$ cat src/rtl/arp_bind_pkg.sv
// Shared definitions for the ARP IP-to-MAC binding table:
// FSM state codes, ARP opcodes and the lookup outcome type.
package arp_bind_pkg;

    localparam logic [1:0] ST_FLUSH  = 2'd0;
    localparam logic [1:0] ST_IDLE   = 2'd1;
    localparam logic [1:0] ST_SEARCH = 2'd2;
    localparam logic [1:0] ST_UPDATE = 2'd3;

    localparam logic [15:0] ARP_OP_REQUEST = 16'h0001;
    localparam logic [15:0] ARP_OP_REPLY   = 16'h0002;

    typedef enum logic [1:0] {
        HIT   = 2'd0,
        MISS  = 2'd1,
        SPOOF = 2'd2
    } outcome_e;

    // Only genuine ARP request/reply traffic is allowed to create bindings.
    function automatic logic is_arp_op(input logic [15:0] op);
        return (op == ARP_OP_REQUEST) || (op == ARP_OP_REPLY);
    endfunction

endpackage

$ cat src/rtl/arp_bind_match.sv
// Register-array CAM match logic (combinational).
// Ports: key, valid vector, key array in; match/match_idx
// (lowest matching index) and free_found/free_idx (lowest free index) out.
module arp_bind_match
    import arp_bind_pkg::*;
#(
    parameter int IP_WIDTH   = 32,
    parameter int DEPTH_BITS = 4,
    parameter int DEPTH      = 2**DEPTH_BITS
) (
    input  logic [IP_WIDTH-1:0]            key,
    input  logic [DEPTH-1:0]               valid,
    input  logic [DEPTH-1:0][IP_WIDTH-1:0] keys,
    output logic                           match,
    output logic [DEPTH_BITS-1:0]          match_idx,
    output logic                           free_found,
    output logic [DEPTH_BITS-1:0]          free_idx
);

    // Scan from the top down so the lowest index is the last to assign.
    always_comb begin
        match      = 1'b0;
        match_idx  = '0;
        free_found = 1'b0;
        free_idx   = '0;
        for (int i = DEPTH - 1; i >= 0; i--) begin
            if (valid[i] && (keys[i] == key)) begin
                match     = 1'b1;
                match_idx = i[DEPTH_BITS-1:0];
            end
            if (!valid[i]) begin
                free_found = 1'b1;
                free_idx   = i[DEPTH_BITS-1:0];
            end
        end
    end

endmodule

$ cat src/rtl/arp_bind_table.sv
// IP-to-MAC binding table with learning, aging, conflict counters and alarm.
// Ports: clk/reset; lookup_req, ip_in, mac_in, opcode, age_tick, clear_req in;
// ready, lookup_done, bind_hit/miss, spoof_detected, learned, alarm,
// entry_count out.
module arp_bind_table
    import arp_bind_pkg::*;
#(
    parameter int IP_WIDTH     = 32,
    parameter int MAC_WIDTH    = 48,
    parameter int DEPTH_BITS   = 4,
    parameter int DEPTH        = 2**DEPTH_BITS,
    parameter int AGE_BITS     = 8,
    parameter int CNT_BITS     = 4,
    parameter int ALARM_THRESH = 4
) (
    input  logic                  clk,
    input  logic                  reset,
    input  logic                  lookup_req,
    input  logic [IP_WIDTH-1:0]   ip_in,
    input  logic [MAC_WIDTH-1:0]  mac_in,
    input  logic [15:0]           opcode,
    input  logic                  age_tick,
    input  logic                  clear_req,
    output logic                  ready,
    output logic                  lookup_done,
    output logic                  bind_hit,
    output logic                  bind_miss,
    output logic                  spoof_detected,
    output logic                  learned,
    output logic                  alarm,
    output logic [DEPTH_BITS:0]   entry_count
);

    logic [1:0]                     state_q, state_d;
    logic [DEPTH_BITS-1:0]          flush_idx_q, flush_idx_d;
    logic [DEPTH_BITS-1:0]          rep_ptr_q, rep_ptr_d;
    logic [IP_WIDTH-1:0]            req_ip_q, req_ip_d;
    logic [MAC_WIDTH-1:0]           req_mac_q, req_mac_d;
    logic [15:0]                    req_op_q, req_op_d;
    outcome_e                       outcome_q, outcome_d;
    logic [DEPTH_BITS-1:0]          tgt_idx_q, tgt_idx_d;
    logic                           learn_q, learn_d;
    logic                           adv_q, adv_d;
    logic                           alarm_q, alarm_d;
    logic [DEPTH_BITS:0]            count_q, count_d;

    logic [DEPTH-1:0]                valid_q, valid_d;
    logic [DEPTH-1:0][IP_WIDTH-1:0]  ip_q, ip_d;
    logic [DEPTH-1:0][MAC_WIDTH-1:0] mac_q, mac_d;
    logic [DEPTH-1:0][AGE_BITS-1:0]  age_q, age_d;
    logic [DEPTH-1:0][CNT_BITS-1:0]  cnt_q, cnt_d;

    logic                  m_hit;
    logic [DEPTH_BITS-1:0] m_idx;
    logic                  f_found;
    logic [DEPTH_BITS-1:0] f_idx;
    logic [CNT_BITS-1:0]   cnt_inc;

    arp_bind_match #(
        .IP_WIDTH   (IP_WIDTH),
        .DEPTH_BITS (DEPTH_BITS),
        .DEPTH      (DEPTH)
    ) u_match (
        .key        (req_ip_q),
        .valid      (valid_q),
        .keys       (ip_q),
        .match      (m_hit),
        .match_idx  (m_idx),
        .free_found (f_found),
        .free_idx   (f_idx)
    );

    always_comb begin
        state_d     = state_q;
        flush_idx_d = flush_idx_q;
        rep_ptr_d   = rep_ptr_q;
        req_ip_d    = req_ip_q;
        req_mac_d   = req_mac_q;
        req_op_d    = req_op_q;
        outcome_d   = outcome_q;
        tgt_idx_d   = tgt_idx_q;
        learn_d     = learn_q;
        adv_d       = adv_q;
        alarm_d     = alarm_q;
        valid_d     = valid_q;
        ip_d        = ip_q;
        mac_d       = mac_q;
        age_d       = age_q;
        cnt_d       = cnt_q;
        cnt_inc     = '0;

        // Aging runs first; an UPDATE write below overrides its entry.
        if ((state_q != ST_FLUSH) && age_tick) begin
            for (int i = 0; i < DEPTH; i++) begin
                if (valid_q[i]) begin
                    if (age_q[i] == AGE_BITS'(1)) begin
                        valid_d[i] = 1'b0;
                        age_d[i]   = '0;
                        cnt_d[i]   = '0;
                    end else begin
                        age_d[i] = age_q[i] - AGE_BITS'(1);
                    end
                end
            end
        end

        case (state_q)
            ST_FLUSH: begin
                valid_d[flush_idx_q] = 1'b0;
                age_d[flush_idx_q]   = '0;
                cnt_d[flush_idx_q]   = '0;
                flush_idx_d          = flush_idx_q + 1'b1;
                if (flush_idx_q == DEPTH_BITS'(DEPTH - 1)) begin
                    state_d = ST_IDLE;
                end
            end
            ST_IDLE: begin
                if (clear_req) begin
                    alarm_d     = 1'b0;
                    flush_idx_d = '0;
                    state_d     = ST_FLUSH;
                end else if (lookup_req) begin
                    req_ip_d  = ip_in;
                    req_mac_d = mac_in;
                    req_op_d  = opcode;
                    state_d   = ST_SEARCH;
                end
            end
            ST_SEARCH: begin
                // Decision is frozen here so same-cycle aging cannot alter it.
                adv_d   = 1'b0;
                learn_d = 1'b0;
                if (m_hit) begin
                    tgt_idx_d = m_idx;
                    outcome_d = (mac_q[m_idx] == req_mac_q) ? HIT : SPOOF;
                end else begin
                    outcome_d = MISS;
                    learn_d   = is_arp_op(req_op_q);
                    tgt_idx_d = f_found ? f_idx : rep_ptr_q;
                    adv_d     = !f_found;
                end
                state_d = ST_UPDATE;
            end
            ST_UPDATE: begin
                state_d = ST_IDLE;
                case (outcome_q)
                    HIT: begin
                        valid_d[tgt_idx_q] = 1'b1;
                        age_d[tgt_idx_q]   = '1;
                        cnt_d[tgt_idx_q]   = cnt_q[tgt_idx_q];
                    end
                    SPOOF: begin
                        // An entry that just aged out has no count to bump.
                        if (valid_d[tgt_idx_q]) begin
                            cnt_inc = (cnt_q[tgt_idx_q] == '1) ?
                                      cnt_q[tgt_idx_q] :
                                      cnt_q[tgt_idx_q] + 1'b1;
                            cnt_d[tgt_idx_q] = cnt_inc;
                            if (cnt_inc >= CNT_BITS'(ALARM_THRESH)) begin
                                alarm_d = 1'b1;
                            end
                        end
                    end
                    MISS: begin
                        if (learn_q) begin
                            valid_d[tgt_idx_q] = 1'b1;
                            ip_d[tgt_idx_q]    = req_ip_q;
                            mac_d[tgt_idx_q]   = req_mac_q;
                            age_d[tgt_idx_q]   = '1;
                            cnt_d[tgt_idx_q]   = '0;
                            if (adv_q) begin
                                rep_ptr_d = rep_ptr_q + 1'b1;
                            end
                        end
                    end
                    default: ;
                endcase
            end
            default: state_d = ST_FLUSH;
        endcase
    end

    // Population count lags the valid bits by one cycle.
    always_comb begin
        count_d = '0;
        for (int i = 0; i < DEPTH; i++) begin
            count_d = count_d + {{DEPTH_BITS{1'b0}}, valid_q[i]};
        end
    end

    always_ff @(posedge clk or posedge reset) begin
        if (reset) begin
            state_q     <= ST_FLUSH;
            flush_idx_q <= '0;
            rep_ptr_q   <= '0;
            req_ip_q    <= '0;
            req_mac_q   <= '0;
            req_op_q    <= '0;
            outcome_q   <= HIT;
            tgt_idx_q   <= '0;
            learn_q     <= 1'b0;
            adv_q       <= 1'b0;
            alarm_q     <= 1'b0;
            count_q     <= '0;
            valid_q     <= '0;
            ip_q        <= '0;
            mac_q       <= '0;
            age_q       <= '0;
            cnt_q       <= '0;
        end else begin
            state_q     <= state_d;
            flush_idx_q <= flush_idx_d;
            rep_ptr_q   <= rep_ptr_d;
            req_ip_q    <= req_ip_d;
            req_mac_q   <= req_mac_d;
            req_op_q    <= req_op_d;
            outcome_q   <= outcome_d;
            tgt_idx_q   <= tgt_idx_d;
            learn_q     <= learn_d;
            adv_q       <= adv_d;
            alarm_q     <= alarm_d;
            count_q     <= count_d;
            valid_q     <= valid_d;
            ip_q        <= ip_d;
            mac_q       <= mac_d;
            age_q       <= age_d;
            cnt_q       <= cnt_d;
        end
    end

    assign ready          = (state_q == ST_IDLE);
    assign lookup_done    = (state_q == ST_UPDATE);
    assign bind_hit       = lookup_done && (outcome_q == HIT);
    assign bind_miss      = lookup_done && (outcome_q == MISS);
    assign spoof_detected = lookup_done && (outcome_q == SPOOF);
    assign learned        = bind_miss && learn_q;
    assign alarm          = alarm_q;
    assign entry_count    = count_q;

endmodule

$ cat config.mk
export PLATFORM = sky130hd
export DESIGN_NAME = arp_bind_table
export DESIGN_NICKNAME = d
export VERILOG_FILES = /design/src/rtl/arp_bind_pkg.sv /design/src/rtl/arp_bind_match.sv /design/src/rtl/arp_bind_table.sv
export SDC_FILE = /design/constraint.sdc
export NUM_CORES = 2
export LEC_CHECK = 0
export ABC_AREA = 1
export BUFFER_PORTS_ARGS = -buffer_cell sky130_fd_sc_hd__buf_2
export CAP_MARGIN = 20
export CORE_MARGIN = 5
export CORE_UTILIZATION = 25
export CTS_CLUSTER_SIZE = 8
export DETAILED_ROUTE_END_ITERATION = 8
export SYNTH_ARGS = -nofsm -noshare
export SYNTH_HDL_FRONTEND = slang
export SYNTH_SLANG_ARGS = --single-unit
$ cat constraint.sdc
create_clock -name clk -period 64 [get_ports clk]
set_input_delay 3.2 -clock clk [delete_from_list [all_inputs] [get_ports clk]]
set_output_delay 3.2 -clock clk [all_outputs]
set_load 0.01 [all_outputs]
==> impl_metrics.py <==
metrics = {
    "routing": {
        "routedWlPerCell_microns": 19.0,
        "drt_pass1_iterations": 8,
        "met3_length_mm": 21.7,
        "ant_nets": 0,
        "drt-initial-drc-count": 7884,
        "met1_length_mm": 124,
        "drt_wl_total_mm": 278,
        "wl_met2_mm": 123,
        "drc": 0,
        "routed.top_layer": "met5",
        "via_per_inst": 4.89,
        "dr_total_vias": 71617,
    },
    "yosys": {
        "synth_cell_types": 59,
        "ys_ff_latch": 1608,
        "syn_nets": 10693,
        "syn-cell-area_sq_um": 81600,
        "synth-edff-count": 0,
        "postSynthCellCount": 10534,
        "avgSynthCellArea_sq_um": 7.75,
        "synth_flop_cell": "dfrtp_1",
        "synthTopCellsByArea": "dfrtp_1, nand2_1, o21ai_0",
        "synth_top_cell_by_area": "dfrtp_1",
        "yosysSeqAreaShare_pct": 49.3,
        "synth_top_area_share_pct": 49.3,
        "ys_warn_count": 0,
        "async_flop_share_pct": 100,
    },
    "clock_network": {
        "clkTransAtPathRegs_ns": 0.05,
        "cts_sinks": 1608,
        "htreeDepth": 4,
        "clock_latency_ns": 0.90,
        "cts_tree": "yes",
        "cts_root_buffer": "clkbuf_16",
        "cts-buffers-inserted": 228,
        "post-cts-setup-buffers": 0,
        "holdBufCountCts": 0,
        "cts_resized": 0,
        "cts_max_path_buffers": 4,
    },
    "power": {
        "p_int_mw": 1.83,
        "p_total_mw": 2.89,
        "seq_power_share_pct": 38.6,
        "switchingPower_mw": 1.06,
        "sw_frac_of_total_pct": 36.5,
        "clkPwrFrac_pct": 37.2,
        "p_comb_share_pct": 24.2,
        "ir_drop_mv": 0.0240,
        "p_per_area_nw_per_um2": 31.5,
        "power_leakage_nw": 42.8,
    },
    "setup_path": {
        "criticalPathCategory": "flip-flop to flip-flop",
        "crit_path_end_kind": "flip-flop",
        "ff2ff_setup_slack_ns": 56.25,
        "arrival_ns": 8.54,
        "path_buf_inv": 5,
        "critPathLaunchType": "flip-flop",
        "worst-path-max-fanout": 201,
        "cp_slowest_cell": "a2111oi_0",
        "required_ns": 64.79,
        "cpPeakStageDelay_ns": 0.88,
        "cpLargestDelayFamily": "simple AND/OR/NAND/NOR gates",
        "cpMostUsedCell": "nand2_1",
    },
    "sta": {
        "min_period_over_period_pct": 12.1,
        "worst_pin_slew_ns": 1.12,
        "setup_violations": 0,
        "fmax_ghz": 0.129,
        "drv_slew": 0,
        "rsz0062_at_grt": "false",
        "tns_ns": 0,
        "slew_headroom_pct": 23.7,
        "clock_skew_ns": 0.126,
        "layout_min_cycle_time_ns": 7.75,
        "hold_viol_final": 0,
    },
    "finish": {
        "fin_nets": 10458,
        "nFillCells": 34861,
        "final_layout_size_suffix_gt1_share_pct": 5.59,
        "final_common_cell": "nand2_1",
        "area_delta_synth_final_pct": 12.6,
        "final_cell_mix": "nand2_1, o21ai_0, dfrtp_1, inv_1, nor2_1",
    },
    "hold_path": {
        "hold_path_class": "flip-flop to flip-flop",
    },
    "floorplan": {
        "core_area_sq_um": 325000,
        "die_y_microns": 581,
        "io_pins": 113,
        "die_area_sq_um": 338000,
        "start_util_pct": 25.1,
        "placementRows": 209,
        "die_x_microns": 581,
    },
    "global_route": {
        "track_usage_pct": 15.8,
        "grt_pass1_wl_mm": 422,
        "grt_max_degree": 202,
        "overflow": 0,
        "grt_pass1_vias": 66000,
        "antenna_found_initial": 13,
    },
    "job": {
        "cap_viol_max_count": 0,
    },
    "placement": {
        "gp_congestion": 0.903,
        "dp.final_hpwl_mm": 169,
        "io_buffers": 112,
    },
    "outcome": {
        "status": "finished clean",
    },
}
worst paths after layout:
| path | startpoint | to | depth (start not counted) |
|---|---|---|---|
| max | req_ip_q[8]$_DFFE_PP0P_ | outcome_q[1]$_DFFE_PP0P_ | 29 |
| min | mac_q[730]$_DFFE_PP0P_ | mac_q[730]$_DFFE_PP0P_ | 2 |
| max reg2reg | req_ip_q[8]$_DFFE_PP0P_ | outcome_q[1]$_DFFE_PP0P_ | 29 |
| min reg2reg | mac_q[730]$_DFFE_PP0P_ | mac_q[730]$_DFFE_PP0P_ | 2 |
| max in group asynchronous | reset | age_q[46]$_DFF_PP0_ | 5 |
| min in group asynchronous | reset | mac_q[760]$_DFFE_PP0P_ | 2 |
stage by stage:
step	worst slack, ns	cell area [sq um]	util, %	std cells	hold WS [ns]
2_1_floorplan	15.43	81600	-	10534	0.444
3_3_place_gp	56.54	85800	26.4	14388	0.457
3_5_place_dp	56.53	85800	26.4	14388	0.464
4_1_cts	56.54	91700	28.3	14631	0.477
5_1_grt	55.85	91900	28.3	14640	0.482
6_report	56.25	91900	28.3	14641	0.473
worst register-to-register path, delay by kind of cell (launching register included):
family	cells	cell delay [ns]
AO/OA/AOI/OAI	3	1.36
buffers and inverters	5	2.37
flip-flops	1	0.51
AND/OR/NAND/NOR	21	3.45
registers in the layout, indices dropped and copies added (netlist names), 4 cells and up:
signal       count
rep_ptr_q        4
age_q          128
req_op_q        16
valid_q         16
mac_q          768
entry_count      5
flush_idx_q      4
req_mac_q       48
ip_q           512
cnt_q           64
tgt_idx_q        4
req_ip_q        32
synth_stat cells (8+ instances only):
library cell  count
a22o_1           32
a31oi_1          15
ha_1             48
nand2_1        3281
buf_2           168
a221oi_1         19
clkinv_1         14
inv_1           810
or4_1            11
buf_1            10
nand3b_1        123
o211ai_1         14
dfrtp_1        1608
nor2_1          417
nor4_1           50
or2_2            26
o2bb2ai_1        10
o22ai_1         114
and3_1            9
fa_1             10
buf_4            29
a21oi_1         350
xor2_1           80
buf_6             8
a211oi_1         14
o21ai_0        1931
nand4_1          51
nand3_1         389
a22oi_1          11
xnor2_1         149
inv_2            19
clkbuf_1        495
o21ai_1          51
nor3_1           32
o2111ai_1        61
mux2_2           16
layout make-up:
class                      instances  area [sq um]  area share [%]
clock buffer                     236          5810            6.32
tap                             4325          5410            5.89
sequential                      1608         40200            43.8
timing repair buffer             245          1720            1.87
multi-input combinational       7372         35400            38.5
clock inverter                     7           109           0.118
inverter                         844          3190            3.47
antenna                            4          10.0          0.0109
cell families (layout without fill, tap and decap cells):
kind of cell | after synthesis | after routing | synth area share, %
simple gates | 4413 | 4413 | 22.1
compound gates | 2656 | 2656 | 17.3
flops | 1608 | 1608 | 49.3
buf+inv | 1554 | 1332 | 7.62
xor+xnor | 229 | 229 | 2.46
fa+ha+maj | 58 | 58 | 0.981
mux | 16 | 16 | 0.221
other cells | 0 | 4 | 0
metal layers:
| layer | track usage (%) | up-vias |
|---|---|---|
| li1 | - | 33751 |
| met4 | 5.14 | 6 |
| met1 | 22.3 | 34525 |
| met3 | 2.55 | 534 |
| met5 | 0 | - |
| met2 | 24.7 | 2801 |
power groups by stage:
stage / Combinational, mW / Sequential (mW) / Clock [mW]
after CTS: 0.679 / 1.11 / 1.10
final: 0.699 / 1.11 / 1.08
after floorplan: 0.429 / 1.09 / 0
after global routing: 0.741 / 1.12 / 1.14
after detailed placement: 0.676 / 1.13 / 0
after global placement: 0.680 / 1.13 / 0
No activity file was read; power rests on OpenSTA's default activity.
